[config.mk]
export PLATFORM = sky130hd
export DESIGN_NAME = iobuf_bus_sequencer
export DESIGN_NICKNAME = d
export VERILOG_FILES = /design/src/rtl/iobuf_bus_pkg.sv /design/src/rtl/iobuf_turn_timer.sv /design/src/rtl/iobuf_bus_sequencer.sv
export SDC_FILE = /design/constraint.sdc
export NUM_CORES = 1
export LEC_CHECK = 0
export ABC_AREA = 1
export BUFFER_PORTS_ARGS = -buffer_cell sky130_fd_sc_hd__buf_2
export CORE_AREA = 4 4 63 65
export DETAILED_ROUTE_END_ITERATION = 12
export DIE_AREA = 0 0 67 69
export GPL_TIMING_DRIVEN = 0
export PLACE_DENSITY = 0.76
export RECOVER_POWER = 50
export SLEW_MARGIN = 25
export SYNTH_ARGS = -nofsm -noshare
export SYNTH_HDL_FRONTEND = slang
export SYNTH_HIERARCHICAL = 1
export SYNTH_SLANG_ARGS = --single-unit
[constraint.sdc]
create_clock -name clk -period 2.05 [get_ports clk]
set_input_delay 0.41 -clock clk [delete_from_list [all_inputs] [get_ports clk]]
set_output_delay 0.41 -clock clk [all_outputs]
set_load 0.02 [all_outputs]
[src/rtl/iobuf_bus_pkg.sv]
// Shared types for the half-duplex pad-bus sequencer: FSM states,
// bus direction and the width of the shared turnaround/latency counter.
package iobuf_bus_pkg;

  localparam int CNT_W = 4;

  typedef enum logic [2:0] {
    IDLE,
    TURN,
    WR_SETUP,
    WR_STROBE,
    WR_HOLD,
    RD_STROBE,
    RD_CAP
  } state_t;

  typedef enum logic {
    DIR_RD = 1'b0,
    DIR_WR = 1'b1
  } dir_t;

endpackage

[src/rtl/iobuf_turn_timer.sv]
// Loadable down-counter timing both the bus turnaround gap and the read
// strobe window. Loading value N makes done true on the Nth cycle after load.
module iobuf_turn_timer
  import iobuf_bus_pkg::*;
(
  input  logic             clk,
  input  logic             reset,
  input  logic             load,
  input  logic [CNT_W-1:0] load_value,
  output logic             done
);

  localparam logic [CNT_W-1:0] ONE = CNT_W'(1);

  logic [CNT_W-1:0] count;

  // Count down to zero and park there until the next load.
  always_ff @(posedge clk or posedge reset) begin
    if (reset) begin
      count <= '0;
    end else if (load) begin
      count <= load_value - ONE;
    end else if (count != '0) begin
      count <= count - ONE;
    end
  end

  assign done = (count == '0);

endmodule

[src/rtl/iobuf_bus_sequencer.sv]
// Sequences a shared tri-state data bus between a write and a read
// requester, inserting turnaround gaps on direction changes so the FPGA
// and the external device never drive the pads at the same time.
module iobuf_bus_sequencer
  import iobuf_bus_pkg::*;
#(
  parameter int DATA_WIDTH  = 8,
  parameter int TURN_CYCLES = 1,
  parameter int RD_LATENCY  = 2
) (
  input  logic                  clk,
  input  logic                  reset,
  input  logic                  wr_req,
  input  logic [DATA_WIDTH-1:0] wr_data,
  output logic                  wr_ack,
  input  logic                  rd_req,
  output logic [DATA_WIDTH-1:0] rd_data,
  output logic                  rd_valid,
  output logic [DATA_WIDTH-1:0] pad_i,
  output logic                  pad_t,
  input  logic [DATA_WIDTH-1:0] pad_o,
  output logic                  ext_we_n,
  output logic                  ext_oe_n,
  output logic                  busy
);

  localparam logic [CNT_W-1:0] TURN_LOAD = CNT_W'(TURN_CYCLES);
  localparam logic [CNT_W-1:0] RD_LOAD   = CNT_W'(RD_LATENCY);

  state_t state, next_state;
  dir_t   last_dir, next_last_dir;
  dir_t   last_grant, next_last_grant;
  dir_t   pending_dir, next_pending_dir;
  dir_t   req_dir;

  logic             timer_load;
  logic [CNT_W-1:0] timer_value;
  logic             timer_done;

  iobuf_turn_timer u_timer (
    .clk        (clk),
    .reset      (reset),
    .load       (timer_load),
    .load_value (timer_value),
    .done       (timer_done)
  );

  // FSM state plus the direction/arbitration history it depends on.
  always_ff @(posedge clk or posedge reset) begin
    if (reset) begin
      state       <= IDLE;
      last_dir    <= DIR_RD;
      last_grant  <= DIR_RD;
      pending_dir <= DIR_RD;
    end else begin
      state       <= next_state;
      last_dir    <= next_last_dir;
      last_grant  <= next_last_grant;
      pending_dir <= next_pending_dir;
    end
  end

  // Arbitration and next-state: grant is latched on leaving IDLE so TURN
  // completes the chosen transfer even if the requests move meanwhile.
  always_comb begin
    next_state       = state;
    next_last_dir    = last_dir;
    next_last_grant  = last_grant;
    next_pending_dir = pending_dir;
    req_dir          = DIR_RD;
    timer_load       = 1'b0;
    timer_value      = TURN_LOAD;

    case (state)
      IDLE: begin
        if (wr_req || rd_req) begin
          if (wr_req && rd_req) begin
            req_dir = (last_grant == DIR_RD) ? DIR_WR : DIR_RD;
          end else begin
            req_dir = wr_req ? DIR_WR : DIR_RD;
          end
          next_last_grant  = req_dir;
          next_pending_dir = req_dir;
          if (req_dir != last_dir) begin
            next_state  = TURN;
            timer_load  = 1'b1;
            timer_value = TURN_LOAD;
          end else if (req_dir == DIR_WR) begin
            next_state = WR_SETUP;
          end else begin
            next_state  = RD_STROBE;
            timer_load  = 1'b1;
            timer_value = RD_LOAD;
          end
        end
      end
      TURN: begin
        if (timer_done) begin
          next_last_dir = pending_dir;
          if (pending_dir == DIR_WR) begin
            next_state = WR_SETUP;
          end else begin
            next_state  = RD_STROBE;
            timer_load  = 1'b1;
            timer_value = RD_LOAD;
          end
        end
      end
      WR_SETUP:  next_state = WR_STROBE;
      WR_STROBE: next_state = WR_HOLD;
      WR_HOLD:   next_state = IDLE;
      RD_STROBE: begin
        if (timer_done) begin
          next_state = RD_CAP;
        end
      end
      RD_CAP:    next_state = IDLE;
      default:   next_state = IDLE;
    endcase
  end

  // Registered pad/strobe outputs decoded from the state being entered,
  // so every output lines up exactly with the state it belongs to.
  always_ff @(posedge clk or posedge reset) begin
    if (reset) begin
      pad_t    <= 1'b1;
      pad_i    <= '0;
      ext_we_n <= 1'b1;
      ext_oe_n <= 1'b1;
      wr_ack   <= 1'b0;
      rd_valid <= 1'b0;
      rd_data  <= '0;
      busy     <= 1'b0;
    end else begin
      pad_t    <= !(next_state inside {WR_SETUP, WR_STROBE, WR_HOLD});
      ext_we_n <= (next_state != WR_STROBE);
      ext_oe_n <= (next_state != RD_STROBE);
      wr_ack   <= (next_state == WR_HOLD);
      rd_valid <= (next_state == RD_CAP);
      busy     <= (next_state != IDLE);
      if (next_state == WR_SETUP) begin
        pad_i <= wr_data;
      end
      if (state == RD_STROBE && timer_done) begin
        rd_data <= pad_o;
      end
    end
  end

endmodule

==> results.py, run 1 <==
metrics = {
    "grt": {
        "first_pass_grt_wire_length_um": 5200,
        "antenna_found_initial": 0,
        "overflow": 0,
        "gr-usage-all-layers_pct": 14.8,
        "first_global_vias": 1204,
        "maximum_number_of_pins_on_one_net_before_global_route_repair": 28,
    },
    "synth": {
        "netlist.top_cell.by_area": "dfrtp_1",
        "synthesis.instances": 196,
        "yosys_warnings": 6,
        "synthDistinctLibCells": 23,
        "synth_top_area_share_pct": 45.5,
        "yosys-top-cells-area": "dfrtp_1 (45%), nand2_1 (19%), inv_1 (6.6%)",
        "yosysSeqAreaShare_pct": 50.6,
        "syn-cell-area_mm2": 0.00154,
        "number_of_register_bits_inferred_by_synthesis": 31,
        "synth.avg_cell_area_um2": 7.86,
    },
    "worst_setup_path": {
        "startpoint_type": "register",
        "critical_path_class": "register to register",
        "crit_path_max_fanout": 4,
        "worst_case_register_to_register_setup_slack_ns": 0.12,
        "timing.rr.start": "u_timer/count[2]",
        "cp_slowest_stage_delay_ns": 0.40,
        "endpoint_kind": "register",
        "timing.rr.end": "u_timer/count[2]",
        "crit_arrival_ns": 2.17,
        "r2r.worst_path.cells": 16,
        "path_cells": "nor2_1 -> nand3_1 -> inv_1 -> nand2_1 -> inv_1 -> nand2_2 -> inv_1 -> nor2_1 -> inv_1 -> inv_1 -> nand2_1 -> nand2_1 -> ha_1 -> inv_1 -> nor2_1 -> o21a_1",
        "critPathMostFrequentCell": "inv_1",
        "cp.required_ns": 2.29,
        "critical-path-slowest-cell": "dfrtp_1",
    },
    "sta": {
        "hold_viol": 0,
        "minimum_period_implied_by_the_final_worst_setup_slack_ns": 1.93,
        "timing.final.crit_share_pct": 94.3,
        "finalSetupViolCount": 0,
        "tightestPinTransition_ns": 0.987,
        "clock_skew_ns": 0.00590,
        "fin_worst_hold_slack_ns": 0.259,
        "max_slew_margin_pct": 34.1,
        "final_max_slew_viol_count": 0,
        "max_clock_freq_mhz": 518,
    },
    "placement": {
        "buffer_ports.inserted": 41,
        "routability_congestion_estimate": 0.867,
        "dp.final_hpwl_um": 2310,
    },
    "routing": {
        "wl_per_cell_um": 10.6,
        "iter_0_drt_violations": 76,
        "avgViaCountPerCell": 4.60,
        "ant_nets": 0,
        "drt_pass1_iterations": 4,
        "drt_drc_violations_left": 0,
        "routed-via-count": 1348,
        "routed_wl_um": 3120,
    },
    "clock_tree": {
        "cts_htree_levels": 2,
        "cts_sinks": 31,
        "worst_skew_pair.late_latency_ns": 0.34,
        "number_of_clock_buffers_inserted_by_tritoncts": 5,
        "clk_pin_slew_ns": 0.10,
        "cts_tree": "built",
        "clock-root-buffer": "clkbuf_4",
        "worst_case_clock_buffer_depth": 2,
    },
    "floorplanning": {
        "std_cell_rows": 21,
        "fp.coreArea_mm2": 0.00334,
        "die_w_um": 67,
        "die_area_mm2": 0.00462,
        "die_height_um": 69,
        "effective_utilization_at_floorplan_pct": 46.2,
        "ioPinCount": 42,
    },
    "final_layout": {
        "filler_cells": 334,
        "layout-area-overhead-vs-synth_pct": 22.8,
        "post-route-util_pct": 56.7,
        "finalNetCount": 267,
        "antenna_cells": 0,
        "post_route_cells_drive_above_1_share_pct": 29.6,
    },
    "pwr": {
        "static-leakage-power_nw": 1.11,
        "vdd_ir_drop_max_uv": 832,
        "p_per_area_mw_per_mm2": 1750,
    },
    "hold_path": {
        "min_delay_src": "pad_o[3]",
        "whs_endpoint": "rd_data[3]",
        "hp-class": "primary input to register",
        "holdPathStages": 3,
    },
    "status": {
        "run_status": "completed",
    },
    "flow_run": {
        "timing.max_cap.violations": 0,
    },
}
-- final cells by class --
| type | instances | area [µm²] | area share, % |
|---|---|---|---|
| multi-input combinational | 128 | 614 | 32.5 |
| tap | 46 | 57.6 | 3.04 |
| clock inverter | 1 | 7.51 | 0.397 |
| sequential | 31 | 779 | 41.2 |
| buffer | 3 | 26.3 | 1.39 |
| clock buffer | 7 | 65.1 | 3.44 |
| inverter | 35 | 133 | 7.01 |
| timing repair buffer | 42 | 209 | 11.0 |
-- critical path, delay by kind of cell (launching register included) --
| kind | cells | cell delay, ns |
|---|---|---|
| AOI/OAI and AO/OA | 1 | 0.17 |
| adders and majority gates | 1 | 0.22 |
| buffers and inverters | 6 | 0.42 |
| and+or+nand+nor | 8 | 0.61 |
| DFF | 1 | 0.40 |
-- registers in the layout, indices dropped and copies added (netlist names) --
| name | flops |
|---|---|
| pad_i | 8 |
| state | 3 |
| wr_ack | 1 |
| ext_oe_n | 1 |
| rd_valid | 1 |
| pending_dir | 1 |
| u_timer/count | 4 |
| ext_we_n | 1 |
| last_dir | 1 |
| pad_t | 1 |
| busy | 1 |
| rd_data | 8 |
-- kinds of logic (layout without fill, tap and decap cells) --
logic type	Yosys count	count (layout)	synth area share, %
other cells	1	2	0.243
fa+ha+maj	1	1	0.812
flops	31	31	50.6
simple gates	120	120	36.1
compound gates	5	5	1.87
buf+inv	38	88	10.3
-- cell usage after synthesis --
cell and count:
nand3_2 4, nor2_2 5, nand2_4 2, buf_4 2, nand3_1 9, buf_6 1
inv_2 6, inv_1 27, o21ai_0 2, nand2_2 5, nor2_1 9, nor2_4 1
dfrtp_1 28, o22ai_1 1, nand4_1 9, dfstp_2 3, clkinv_2 1, o21a_1 1
ha_1 1, a21oi_1 1, clkinv_1 1, nand2_1 76, conb_1 1
-- layer usage --
layer | part of all wire [%] | GRT usage, % | up-vias
met5 | 0 | 0 | -
met4 | 2.1 | 9.91 | 0
met3 | 5.6 | 3.41 | 7
met2 | 47 | 21.9 | 33
met1 | 45 | 18.8 | 618
li1 | - | - | 690
-- layout by cell type (no fill, tap or decap), types with 2 or more instances in the layout --
cell,n
dfrtp_1,28
clkbuf_8,2
nor2_2,5
nand2_4,2
nand2_1,77
inv_1,28
clkbuf_4,5
buf_4,2
nand2_2,4
dfstp_2,3
nand3_1,9
nand3_2,4
nor2_1,9
conb_1,2
clkbuf_1,5
inv_2,5
buf_2,36
nand4_1,9
-- worst max path at each step --
| stage | start | slack, ns | endpoint |
|---|---|---|---|
| after floorplan | state[1] | 0.04 | u_timer/count[2] |
| after global placement | state[1] | -0.16 | u_timer/count[2] |
| after detailed placement | state[1] | -0.17 | u_timer/count[2] |
| after CTS | u_timer/count[2] | 0.12 | u_timer/count[2] |
| after global routing | state[1] | -0.01 | u_timer/count[2] |
| final | u_timer/count[2] | 0.12 | u_timer/count[2] |
-- report_power, final --
group	switching (W)	leakage [nW]	internal [W]
Sequential	0.000167	0.362	0.000921
Clock	0.000216	0.0375	0.000200
Combinational	0.00119	0.712	0.000623
Total	0.00157	1.11	0.00174
-- repair_timing --
action / 4_1_cts / 5_1_grt
hold buffers: 1 / 0
setup buffers: 0 / 0
setup endpoints to repair: 2 / 2
endpoints found under the hold margin: 4 / 0
gates cloned: 0 / 0
resized for setup: 2 / 1
-- metrics by stage --
stage / setup slack [ns] / instance area, µm² / power [W] / cells / TNS [ns]
after floorplan: 0.0366 / 1540 / 0.00245 / 197 / 0
after global placement: -0.160 / 1810 / 0.00286 / 284 / -0.251
after detailed placement: -0.169 / 1810 / 0.00290 / 284 / -0.266
after CTS: 0.123 / 1890 / 0.00334 / 293 / 0
after global routing: -0.0139 / 1890 / 0.00362 / 293 / -0.0139
final: 0.118 / 1890 / 0.00331 / 293 / 0
No activity file was read; power rests on OpenSTA's default activity.
==> run 2, diff against run 1 <==
- ABC_AREA: 1 -> 0
- CORE_AREA: 4 4 63 65 -> 4 4 62 64
- DIE_AREA: 0 0 67 69 -> 0 0 66 68
- PLACE_DENSITY: 0.76 -> 0.74
==> run 2 against run 1 <==
- non-clock buffer count grew 7
- the run now ends with setup timing left
- largest power group unchanged
- power shrank 3.5%
- critical endpoint unchanged
- sequential power is essentially flat
- critical path type unchanged
- die area shrank 2.9%
==> results.py, run 2 <==
metrics = {
    "pwr": {
        "power_switching_w": 0.00132,
        "static-leakage-power_nw": 0.848,
        "power_frac_seq_pct": 33.8,
        "p_per_area_mw_per_mm2": 1720,
        "power.combinational.fraction_pct": 55.2,
        "vdd_ir_drop_max_uv": 729,
        "power_frac_clock_pct": 11.0,
        "cell_internal_pwr_w": 0.00188,
        "sw_frac_of_total_pct": 41.2,
    },
    "synth": {
        "post_synth_most_frequent_cells": "dfrtp_1 (28), mux2_2 (17), nand2_1 (8)",
        "yosysSeqAreaShare_pct": 54.8,
        "yosys-top-cells-area": "dfrtp_1 (49%), mux2_2 (13%), dfstp_2 (5.5%)",
        "synth_flop_cell": "dfrtp_1",
        "syn-cell-area_mm2": 0.00142,
        "synthesis.instances": 115,
        "yosys_warnings": 6,
        "synthMostInstantiatedCell": "dfrtp_1",
        "synthArstFlopShare_pct": 100,
        "netlist.top_cell.by_area": "dfrtp_1",
        "synth.avg_cell_area_um2": 12.4,
        "number_of_register_bits_inferred_by_synthesis": 31,
        "synth_enable_flop_cells": 0,
        "synth_top_area_share_pct": 49.3,
        "synthDistinctLibCells": 33,
    },
    "floorplanning": {
        "std_cell_rows": 21,
        "ioPinCount": 42,
        "fp.coreArea_mm2": 0.00328,
        "effective_utilization_at_floorplan_pct": 43.3,
        "die_height_um": 68,
        "die_w_um": 66,
        "die_area_mm2": 0.00449,
    },
    "hold_path": {
        "hp-class": "primary input to register",
    },
    "placement": {
        "detailedPlace.worstSlack_ns": -0.262,
        "placed_cells": 204,
        "routability_congestion_estimate": 0.780,
        "dp.final_hpwl_um": 1960,
        "buffer_ports.inserted": 41,
    },
    "final_layout": {
        "mostFrequentLayoutCell": "buf_2",
        "antenna_cells": 0,
        "finalNetCount": 193,
        "multi_input_comb_area_um2": 643,
        "filler_cells": 301,
        "instances_no_fill": 219,
        "layout-area-overhead-vs-synth_pct": 30.5,
        "layout_top_registers": "pad_i: 8 flops, rd_data: 8 flops, u_timer/count: 4 flops",
        "post_route_cells_drive_above_1_share_pct": 50.9,
        "most-common-layout-cells": "buf_2 (40), dfrtp_1 (28), mux2_2 (17), nand2_1 (8), inv_1 (7)",
        "regArea_um2": 779,
    },
    "routing": {
        "drt_drc_violations_left": 0,
        "ant_nets": 0,
        "avgViaCountPerCell": 4.84,
        "wl_per_cell_um": 12.0,
        "routed_wl_um": 2630,
        "drt_pass1_iterations": 4,
        "iter_0_drt_violations": 36,
        "routed-via-count": 1061,
    },
    "sta": {
        "worst_slack_ns": -0.166,
        "hold_viol": 0,
        "minimum_period_implied_by_the_final_worst_setup_slack_ns": 2.22,
        "finalSetupViolCount": 10,
        "max_slew_margin_pct": 35.7,
        "clock_skew_ns": 0.0145,
        "grt_setup_unrepaired": "true",
        "final_max_slew_viol_count": 0,
        "timing.final.crit_share_pct": 108,
        "tightestPinTransition_ns": 0.963,
        "max_clock_freq_mhz": 451,
    },
    "grt": {
        "overflow": 0,
        "gr-usage-all-layers_pct": 11.9,
        "first_pass_grt_wire_length_um": 4120,
        "antenna_found_initial": 0,
        "first_global_vias": 973,
        "maximum_number_of_pins_on_one_net_before_global_route_repair": 28,
    },
    "worst_setup_path": {
        "crit_arrival_ns": 2.41,
        "cp.required_ns": 2.25,
        "critical_path_class": "register to register",
        "startpoint_type": "register",
        "endpoint_kind": "register",
        "crit_path_max_fanout": 3,
    },
    "clock_tree": {
        "number_of_clock_buffers_inserted_by_tritoncts": 5,
        "clock-root-buffer": "clkbuf_4",
        "clk_pin_slew_ns": 0.10,
        "cts_sinks": 31,
        "worst_skew_pair.late_latency_ns": 0.31,
        "cts_htree_levels": 2,
        "worst_case_clock_buffer_depth": 2,
        "cts_tree": "built",
    },
    "status": {
        "run_status": "complete, but fails checks",
        "violations": "setup timing",
    },
    "flow_run": {
        "timing.max_cap.violations": 0,
    },
}
## run 2: changes by cell type after synthesis, sizes merged, moves of 3 or more
cell	previous run	this run
a21oi	1	7
inv	33	7
mux2	0	17
nand2	83	8
nand3	13	2
nand4	9	0
nor2	15	7
nor2b	0	3
nor3	0	4
## run 2: path summary, 6_finish.rpt
path / slack [ns] / endpoint / start / cells past startpoint
min in group asynchronous: 0.50 / u_timer/count[2] / reset / 3
max: -0.17 / u_timer/count[2] / u_timer/count[0] / 11
min reg2reg: 0.50 / pad_i[0] / pad_i[0] / 1
max reg2reg: -0.17 / u_timer/count[2] / u_timer/count[0] / 11
max in group asynchronous: 0.60 / pending_dir / reset / 3
min: 0.32 / pad_i[7] / wr_data[7] / 2
## run 2: timing repair
| item | 4_1_cts | 5_1_grt |
|---|---|---|
| resized for setup | 1 | 9 |
| hold buffers | 1 | 0 |
| setup buffers | 3 | 4 |
| hold endpoints to repair | 4 | 0 |
| pin swaps | 4 | 4 |
| endpoints found under the setup margin | 2 | 11 |
## run 2: layout make-up
type                    count  share of cell area [%]
flip-flops and latches     31                    42.0
multi-input cells          75                    34.7
repair buffers             48                    13.8
well taps                  46                    3.10
clock buffers               7                    2.97
plain buffers               4                    1.75
inverters                   7                    1.42
clock inverters             1                   0.270
## run 2: critical path: stages, from the launching register on
cell	delay, ns
dfrtp_1	0.43
or3_4	0.40
nor2_4	0.14
nand2b_1	0.09
nand2_1	0.07
o311a_1	0.18
buf_6	0.12
mux2i_4	0.26
ha_4	0.17
inv_1	0.05
a21oi_2	0.12
a22oi_2	0.08
## run 2: through the flow
step	util [%]	TNS [ns]	area (µm²)	power [W]	hold WS (ns)
floorplan	-	-0.0752	1440	0.00225	0.176
global placement	51.8	-0.274	1700	0.00258	0.298
detailed placement	51.8	-0.365	1700	0.00264	0.306
CTS	54.7	-0.244	1800	0.00306	0.309
global route	56.5	-1.91	1860	0.00343	0.296
finish	56.5	-1.08	1860	0.00320	0.318
## run 2: cell families (layout without fill, tap and decap cells)
| group | after synthesis | in the layout | share of synthesized area, % |
|---|---|---|---|
| flops | 31 | 31 | 54.8 |
| fa+ha+maj | 1 | 1 | 0.880 |
| compound gates | 17 | 17 | 9.95 |
| buf+inv | 11 | 67 | 4.14 |
| xor+xnor | 2 | 2 | 1.23 |
| mux | 19 | 19 | 14.9 |
| simple gates | 33 | 33 | 13.8 |
| other cells | 1 | 3 | 0.264 |
## run 2: power groups by stage
stage / clock network, W / registers (W) / logic (W)
6_report: 0.000353 / 0.00108 / 0.00176
5_1_grt: 0.000400 / 0.00111 / 0.00191
4_1_cts: 0.000369 / 0.00107 / 0.00162
3_5_place_dp: 0 / 0.00108 / 0.00156
3_3_place_gp: 0 / 0.00106 / 0.00152
2_1_floorplan: 0 / 0.00131 / 0.000942
## run 2: layer usage
layer | up-vias | share of wire (%) | track usage, %
met3 | 2 | 7.5 | 5.09
met2 | 37 | 51 | 20.3
met4 | 0 | 0.076 | 2.54
met1 | 514 | 41 | 14.2
met5 | - | 0 | 0
li1 | 508 | - | -
